**config.mk**
```make
export PLATFORM = sky130hd
export DESIGN_NAME = imem_fetch_port_flat
export DESIGN_NICKNAME = d
export VERILOG_FILES = /design/src/rtl/imem_fetch_port_if.sv /design/src/rtl/imem_fetch_port.sv /design/src/flat_wrapper.sv
export SDC_FILE = /design/constraint.sdc
export NUM_CORES = 1
export LEC_CHECK = 0
export ABC_AREA = 1
export CAP_MARGIN = 20
export CORE_MARGIN = 2
export CORE_UTILIZATION = 35
export DETAILED_ROUTE_END_ITERATION = 7
export PLACE_DENSITY_LB_ADDON = 0.25
export SYNTH_ARGS = -nofsm -noshare
export SYNTH_HDL_FRONTEND = slang
export SYNTH_SLANG_ARGS = --single-unit
```
**constraint.sdc**
```tcl
create_clock -name clka -period 2.4 [get_ports clka]
set_input_delay 0.48 -clock clka [delete_from_list [all_inputs] [get_ports clka]]
set_output_delay 0.48 -clock clka [all_outputs]
set_load 0.01 [all_outputs]
```
**src/rtl/imem_fetch_port_if.sv**
```systemverilog
// Fetch-port bundle: valid/ready request/response plus the program-write port.
// The master side is the fetch stage or programmer; the slave side is the memory.
interface imem_fetch_port_if #(
  parameter int unsigned ADDR_W = 32,
  parameter int unsigned DATA_W = 32
);
  logic              req_valid;
  logic              req_ready;
  logic [ADDR_W-1:0] req_addr;
  logic              rsp_valid;
  logic              rsp_ready;
  logic [DATA_W-1:0] rsp_data;
  logic              rsp_fault;
  logic              flush;
  logic              wea;
  logic [ADDR_W-1:0] waddr;
  logic [DATA_W-1:0] wdata;

  modport master (
    output req_valid, req_addr, rsp_ready, flush, wea, waddr, wdata,
    input  req_ready, rsp_valid, rsp_data, rsp_fault
  );

  modport slave (
    input  req_valid, req_addr, rsp_ready, flush, wea, waddr, wdata,
    output req_ready, rsp_valid, rsp_data, rsp_fault
  );
endinterface

```
**src/rtl/imem_fetch_port.sv**
```systemverilog
// Instruction memory with a registered, 1-cycle-latency valid/ready fetch port,
// range/alignment fault reporting, fetch flush and an independent program-write port.
module imem_fetch_port #(
  parameter int unsigned       DATA_W    = 32,
  parameter int unsigned       ADDR_W    = 32,
  parameter int unsigned       DEPTH     = 32,
  parameter bit                BYTE_ADDR = 1'b0,
  parameter logic [DATA_W-1:0] NOP_WORD  = '0
) (
  input  logic            clka,
  input  logic            rsta_n,
  imem_fetch_port_if.slave bus
);

  localparam int unsigned IDX_W = (DEPTH > 1) ? $clog2(DEPTH) : 1;

  typedef enum logic {S_EMPTY, S_FULL} state_t;

  state_t state, state_n;

  // Filled with NOP_WORD at power-up only; reset never touches the array.
  logic [DATA_W-1:0] mem [DEPTH] = '{default: NOP_WORD};

  logic [ADDR_W-1:0] ridx_full, widx_full;
  logic [IDX_W-1:0]  ridx, widx;
  logic              rd_ok, wr_ok, wr_en;
  logic [DATA_W-1:0] rd_word;
  logic [DATA_W-1:0] data_q;
  logic              fault_q;
  logic              ready_c, accept_c;

  // Address decode; upper bits take part in the range compare so they fault.
  assign ridx_full = BYTE_ADDR ? (bus.req_addr >> 2) : bus.req_addr;
  assign widx_full = BYTE_ADDR ? (bus.waddr >> 2)    : bus.waddr;
  assign ridx      = ridx_full[IDX_W-1:0];
  assign widx      = widx_full[IDX_W-1:0];
  assign rd_ok     = (ridx_full < ADDR_W'(DEPTH)) && !(BYTE_ADDR && (bus.req_addr[1:0] != 2'b00));
  assign wr_ok     = (widx_full < ADDR_W'(DEPTH)) && !(BYTE_ADDR && (bus.waddr[1:0]    != 2'b00));
  assign wr_en     = bus.wea && wr_ok;

  // Write-first bypass when a write and a fetch hit the same word on one edge.
  assign rd_word = (wr_en && (widx == ridx)) ? bus.wdata : mem[ridx];

  assign ready_c  = !bus.flush && ((state == S_EMPTY) || bus.rsp_ready);
  assign accept_c = bus.req_valid && ready_c;

  always_ff @(posedge clka) begin
    if (wr_en) begin
      mem[widx] <= bus.wdata;
    end
  end

  always_ff @(posedge clka or negedge rsta_n) begin
    if (!rsta_n) begin
      state   <= S_EMPTY;
      data_q  <= '0;
      fault_q <= 1'b0;
    end else begin
      state <= state_n;
      if (accept_c) begin
        data_q  <= rd_ok ? rd_word : NOP_WORD;
        fault_q <= !rd_ok;
      end
    end
  end

  // Flush beats both stall and accept; a consume without accept drains the slot.
  always_comb begin
    state_n = state;
    case (state)
      S_EMPTY: begin
        if (accept_c) state_n = S_FULL;
      end
      S_FULL: begin
        if (bus.flush)                       state_n = S_EMPTY;
        else if (!accept_c && bus.rsp_ready) state_n = S_EMPTY;
      end
      default: state_n = S_EMPTY;
    endcase
  end

  assign bus.req_ready = ready_c;
  assign bus.rsp_valid = (state == S_FULL);
  assign bus.rsp_data  = data_q;
  assign bus.rsp_fault = fault_q;

endmodule

```
**src/flat_wrapper.sv**
```systemverilog
// flat-port wrapper written by rule: the top's interface ports become plain ports
module imem_fetch_port_flat 
#(
  parameter int unsigned       DATA_W    = 32,
  parameter int unsigned       ADDR_W    = 32,
  parameter int unsigned       DEPTH     = 32,
  parameter bit                BYTE_ADDR = 1'b0,
  parameter logic [DATA_W-1:0] NOP_WORD  = '0
)
  (clka, rsta_n, bus_req_valid, bus_req_addr, bus_rsp_ready, bus_flush, bus_wea, bus_waddr, bus_wdata, bus_req_ready, bus_rsp_valid, bus_rsp_data, bus_rsp_fault);
  imem_fetch_port_if #(.ADDR_W(ADDR_W), .DATA_W(DATA_W)) bus_i ();
  input  logic clka;
  input  logic rsta_n;
  input wire logic [$bits(bus_i.req_valid)-1:0] bus_req_valid;
  input wire logic [$bits(bus_i.req_addr)-1:0] bus_req_addr;
  input wire logic [$bits(bus_i.rsp_ready)-1:0] bus_rsp_ready;
  input wire logic [$bits(bus_i.flush)-1:0] bus_flush;
  input wire logic [$bits(bus_i.wea)-1:0] bus_wea;
  input wire logic [$bits(bus_i.waddr)-1:0] bus_waddr;
  input wire logic [$bits(bus_i.wdata)-1:0] bus_wdata;
  output wire logic [$bits(bus_i.req_ready)-1:0] bus_req_ready;
  output wire logic [$bits(bus_i.rsp_valid)-1:0] bus_rsp_valid;
  output wire logic [$bits(bus_i.rsp_data)-1:0] bus_rsp_data;
  output wire logic [$bits(bus_i.rsp_fault)-1:0] bus_rsp_fault;
  assign bus_i.req_valid = bus_req_valid;
  assign bus_i.req_addr = bus_req_addr;
  assign bus_i.rsp_ready = bus_rsp_ready;
  assign bus_i.flush = bus_flush;
  assign bus_i.wea = bus_wea;
  assign bus_i.waddr = bus_waddr;
  assign bus_i.wdata = bus_wdata;
  assign bus_req_ready = bus_i.req_ready;
  assign bus_rsp_valid = bus_i.rsp_valid;
  assign bus_rsp_data = bus_i.rsp_data;
  assign bus_rsp_fault = bus_i.rsp_fault;
  imem_fetch_port #(.DATA_W(DATA_W), .ADDR_W(ADDR_W), .DEPTH(DEPTH), .BYTE_ADDR(BYTE_ADDR), .NOP_WORD(NOP_WORD)) u_core (.clka(clka), .rsta_n(rsta_n), .bus(bus_i));
endmodule
```
Word-level counts from Yosys, hierarchy flattened
Memory sizes are Yosys's and may differ from the RTL's.
Index checks and enable logic that the tools add are counted.
- multiplexer cells: 8
- bitwise gates (word level): 1
- $lt $le $gt $ge: 2
- eq/ne operators: 1
- reductions and logical operators: 9
- operators with widths (operator ; number):
    < comparator 32 x 6 -> 1 bit (second input constant) ; 2
    2-to-1 mux 32 bit ; 2
    equality test 5 bit ; 1
    logical AND 1 bit ; 5
    2-to-1 mux 1 bit ; 5
    zero test 1 bit ; 3
    one-hot mux 1 bit (2 select lines) ; 1
    logical OR 1 bit ; 1
    NOT 1 bit ; 1
- RAM bits: 1024
- logic and storage cells: 25
- register bits after elaboration: 34
- memories kept: 1
- output and inout port bits: 35
- memory list (memory ; depth ; bits a word ; rd ports ; clocked after Yosys merged registers in ; wr ports ; line ; source):
    u_core.mem ; 32 ; 32 ; 1 ; 0 ; 1 ; imem_fetch_port.sv:22 ; logic [DATA_W-1:0] mem [DEPTH] = '{default: NOP_WORD};

Depth between registers and ports, before layout
- depth after elaboration: 9
- depth in mapped cells: 13
- gate-level depth less buffers: 10

Worst setup path before layout
OpenSTA, ideal clock, no wires.
- kind: input port to flip-flop
- start point: in bus_waddr[20]
- end point: mem u_core.mem[0][0] (enable)
- data arrival time: 2.747 ns
- setup slack: -0.768 ns
- data required time: 1.979 ns
- cell stages on the path: 8
- setup time: 0.421 ns
- path through: nor2_1 > nand2_1 > nor2_1 > nand2_1 > nor2_2 > buf_4 > nand3_2 > nor2_1
- cells in the longest elaborated chain, start to end: 4
- ends and longest elaborated chain (what ; line ; source):
    start: declaration ; flat_wrapper.sv:19 ; input wire logic [$bits(bus_i.waddr)-1:0] bus_waddr;
    < comparator 32 x 6 -> 1 bit ; imem_fetch_port.sv:38 ; assign wr_ok = (widx_full < ADDR_W'(DEPTH)) && !(BYTE_ADDR && (bus.waddr[1:0] != 2'b00));
    logical AND 1 bit ; imem_fetch_port.sv:39 ; assign wr_en = bus.wea && wr_ok;
    2-to-1 mux 1 bit ; imem_fetch_port.sv:48 ; if (wr_en) begin
    2-to-1 mux 1 bit (implied by the code) ; imem_fetch_port.sv:49 ; mem[widx] <= bus.wdata;
    end: declaration ; imem_fetch_port.sv:22 ;
No other way between the ends.

Final worst setup path
- start point: reg u_core.data_q[10], in the netlist u_core.bus.rsp_data[10]
- end point: out bus_rsp_data[10]
- RTL lines (what ; line ; source):
    start: declaration ; imem_fetch_port.sv:28 ; logic [DATA_W-1:0] data_q;
    start signal: assignment ; imem_fetch_port.sv:61 ; data_q <= rd_ok ? rd_word : NOP_WORD;
    end: declaration ; flat_wrapper.sv:23 ; output wire logic [$bits(bus_i.rsp_data)-1:0] bus_rsp_data;
No word-level cell between the ends.

==> metrics.txt <==
status finished, final reports clean; crit path DAT 1.86 ns; sequential fraction of the synthesis area 0.700; final WL 140000 um; die area 132000 sq um; crit end category output pin; ys flop type edfxtp_1; Crit path required time 1.92 ns; Mapped Cells 4262; layout cells sized above 1 0.105; CTS max path bufs 3; Syn Area/Cell 10.6 sq um; number of max-cap violations 0; crit-path cells clkdlybuf4s50_1; I/O pin total 137; Setup Crit Path Kind reg2out; CTS root buf clkbuf_16; core area 128000 sq um; # DRC 0; grt total ovfl 0; CTS tree yes; worst path bufs/invs 1; Mapped Area 45200 sq um; setup TNS 0 ns; Initial Util 0.353; Num Clock Sinks around 1100; total power 40.2 mW; crit path launch u_core.bus.rsp_data[10]$_DFFE_PN0P_; Chip Width 363 um; H-tree levels 3; Worst Setup EP bus_rsp_data[10]; antenna-violating nets left 0; GR peak layer met2; 1st-pass router iterations 5; pins over their slew limit 0; post-layout util 0.430; non-filler cells, final 6301; worst slew pin tran 0.896 ns; RSZ-0062 raised after global routing false; Setup Skew 0.0274 ns; vias in the first global route 29800; maximum vdd drop 0.537 mV; commonest cells in the netlist nand2_1, edfxtp_1, nand3_1, inv_1, buf_2; FF-to-FF path depth 7; Post-synth EDFFs 1024; Buffers on Ports 136; Max Clock Freq 0.428 GHz; post-layout minimum cycle time 2.34 ns; gr usage total 0.210; Hold WC Path Type in2reg; # rows 131; top cells by area, synth edfxtp_1, nand2_1, nand3_1, inv_1, dfrtp_1; Cell variety after synth 23; Num CTS Buffers 108; CP Depth 1; terminus of the critical flop-to-flop path u_core.bus.rsp_data[27]$_DFFE_PN0P_; R2R Path Start u_core.bus.rsp_valid$_DFF_PN0_; largest net degree at the start of global routing 116; nets around 4700; Reg2Reg Setup Slack roughly 0.67 ns; Lkg Pwr 22.3 nW; PwrDens 731 nW/um^2; first-pass GRT wire length just over 200000 um; via count 31400; area grow syn2layout 21.7%; gpl congestion 0.863; Hold WS a little under 0.4 ns; vias per inst 4.98; routing usage on met3 0.0359; fin crit share 0.975; Starting DRT DRC Count 3424; hpwl dp roughly 90000 um; top-area cell type share of the netlist area 0.681; Clock Latency Late Sink 0.71 ns; placed insts 6099; Worst slew margin 0.403; initial antenna violation count 7; Max stage delay on crit path 0.61 ns; Hold Vio Cnt, Final 0; Worst Setup Start Kind register; Ys Warns 0; area leader, netlist edfxtp_1; CP top delay family buffers and inverters; slowest CP cell clkdlybuf4s50_1; FFs w/ async S/R, synth 0.0321; drt wl/cell 22.2 um; Yosys reg bits 1058; Global Route met2 Usage 0.336; clock slew seen by the registers of the worst setup and hold paths about 0.060 ns; top-count cell post-synth nand2_1; Final Setup Violations 0; GR Util met1 0.293; die height 363 um; Mapped Nets 4364; Crit Path Max Fanout 2
cells by family (layout without fill, tap and decap cells):
group / Yosys count / count (layout) / share of synthesized area
other cells: 0 / 1 / 0
flops: 1058 / 1058 / 0.700
buf+inv: 792 / 1168 / 0.0713
compound gates: 1 / 1 / 0.000111
simple gates: 2408 / 2408 / 0.228
xor+xnor: 3 / 3 / 0.000582
how the worst min path moves through the flow:
stage	slack, ns	startpoint	cells past startpoint	to
2_1_floorplan	0.18	rsta_n	0	u_core.bus.rsp_data[0]$_DFFE_PN0P_
3_3_place_gp	0.49	u_core.bus.rsp_data[23]$_DFFE_PN0P_	2	u_core.bus.rsp_data[23]$_DFFE_PN0P_
3_5_place_dp	0.48	u_core.bus.rsp_data[25]$_DFFE_PN0P_	2	u_core.bus.rsp_data[25]$_DFFE_PN0P_
4_1_cts	0.34	bus_req_valid	3	u_core.bus.rsp_valid$_DFF_PN0_
5_1_grt	0.37	bus_req_valid	3	u_core.bus.rsp_valid$_DFF_PN0_
6_report	0.39	bus_req_valid	3	u_core.bus.rsp_valid$_DFF_PN0_
registers in the layout, summed over array words and instances (netlist names):
signal,flops
u_core.mem,1024
u_core.bus.rsp_fault,1
u_core.bus.rsp_valid,1
u_core.bus.rsp_data,32
layer usage:
layer | vias to the layer above | wire (um)
li1 | 14700 | -
met4 | 2 | 3920
met1 | 15300 | 60400
met3 | 200 | 9740
met5 | - | 13
met2 | 1157 | 65600
layout by cell type, fill, tap and decap left out, drive strengths merged:
master,n
and2,2
xnor2,3
clkdlybuf4s50,125
nor2,66
inv,561
buf,278
edfxtp,1024
dlygate4sd2,1
nand3,879
dlymetal6s2s,4
clkinv,48
nand2,1422
a21oi,1
dlygate4sd3,1
clkbuf,137
or2,2
dfrtp,34
bufinv,13
nand3b,32
nand4,2
diode,1
nor3,2
nor4,1
layout make-up:
| class | count | area, sq um |
|---|---|---|
| Antenna cell | 1 | 2.50 |
| Clock buffer | 137 | 2930 |
| Clock inverter | 63 | 649 |
| Fill cell | 12000 | 72900 |
| Inverter | 559 | 2130 |
| Multi-Input combinational cell | 2412 | 10600 |
| Sequential cell | 1058 | 31600 |
| Tap cell | 1662 | 2080 |
| Timing Repair Buffer | 409 | 4970 |
stage by stage:
step / area [sq um] / worst slack (ns)
2_1_floorplan: 45200 / -0.323
6_report: 55000 / 0.0611
5_1_grt: 55000 / 0.0149
3_3_place_gp: 51400 / -0.190
4_1_cts: 54900 / 0.00158
3_5_place_dp: 51400 / -0.161
repair_timing:
action / in CTS / in global routing
resized for setup: 4 / 4
gates cloned: 0 / 0
endpoints found under the hold margin: 19 / 0
hold buffers: 1 / 0
setup endpoints to repair: 4 / 4
setup buffers: 0 / 0
power by group:
| part | internal [mW] | switching, mW |
|---|---|---|
| clock network | 9.98 | 7.13 |
| logic | 0.924 | 1.89 |
| registers | 20.2 | 0.000561 |
Note: power is estimated with default switching activity, not from simulation.
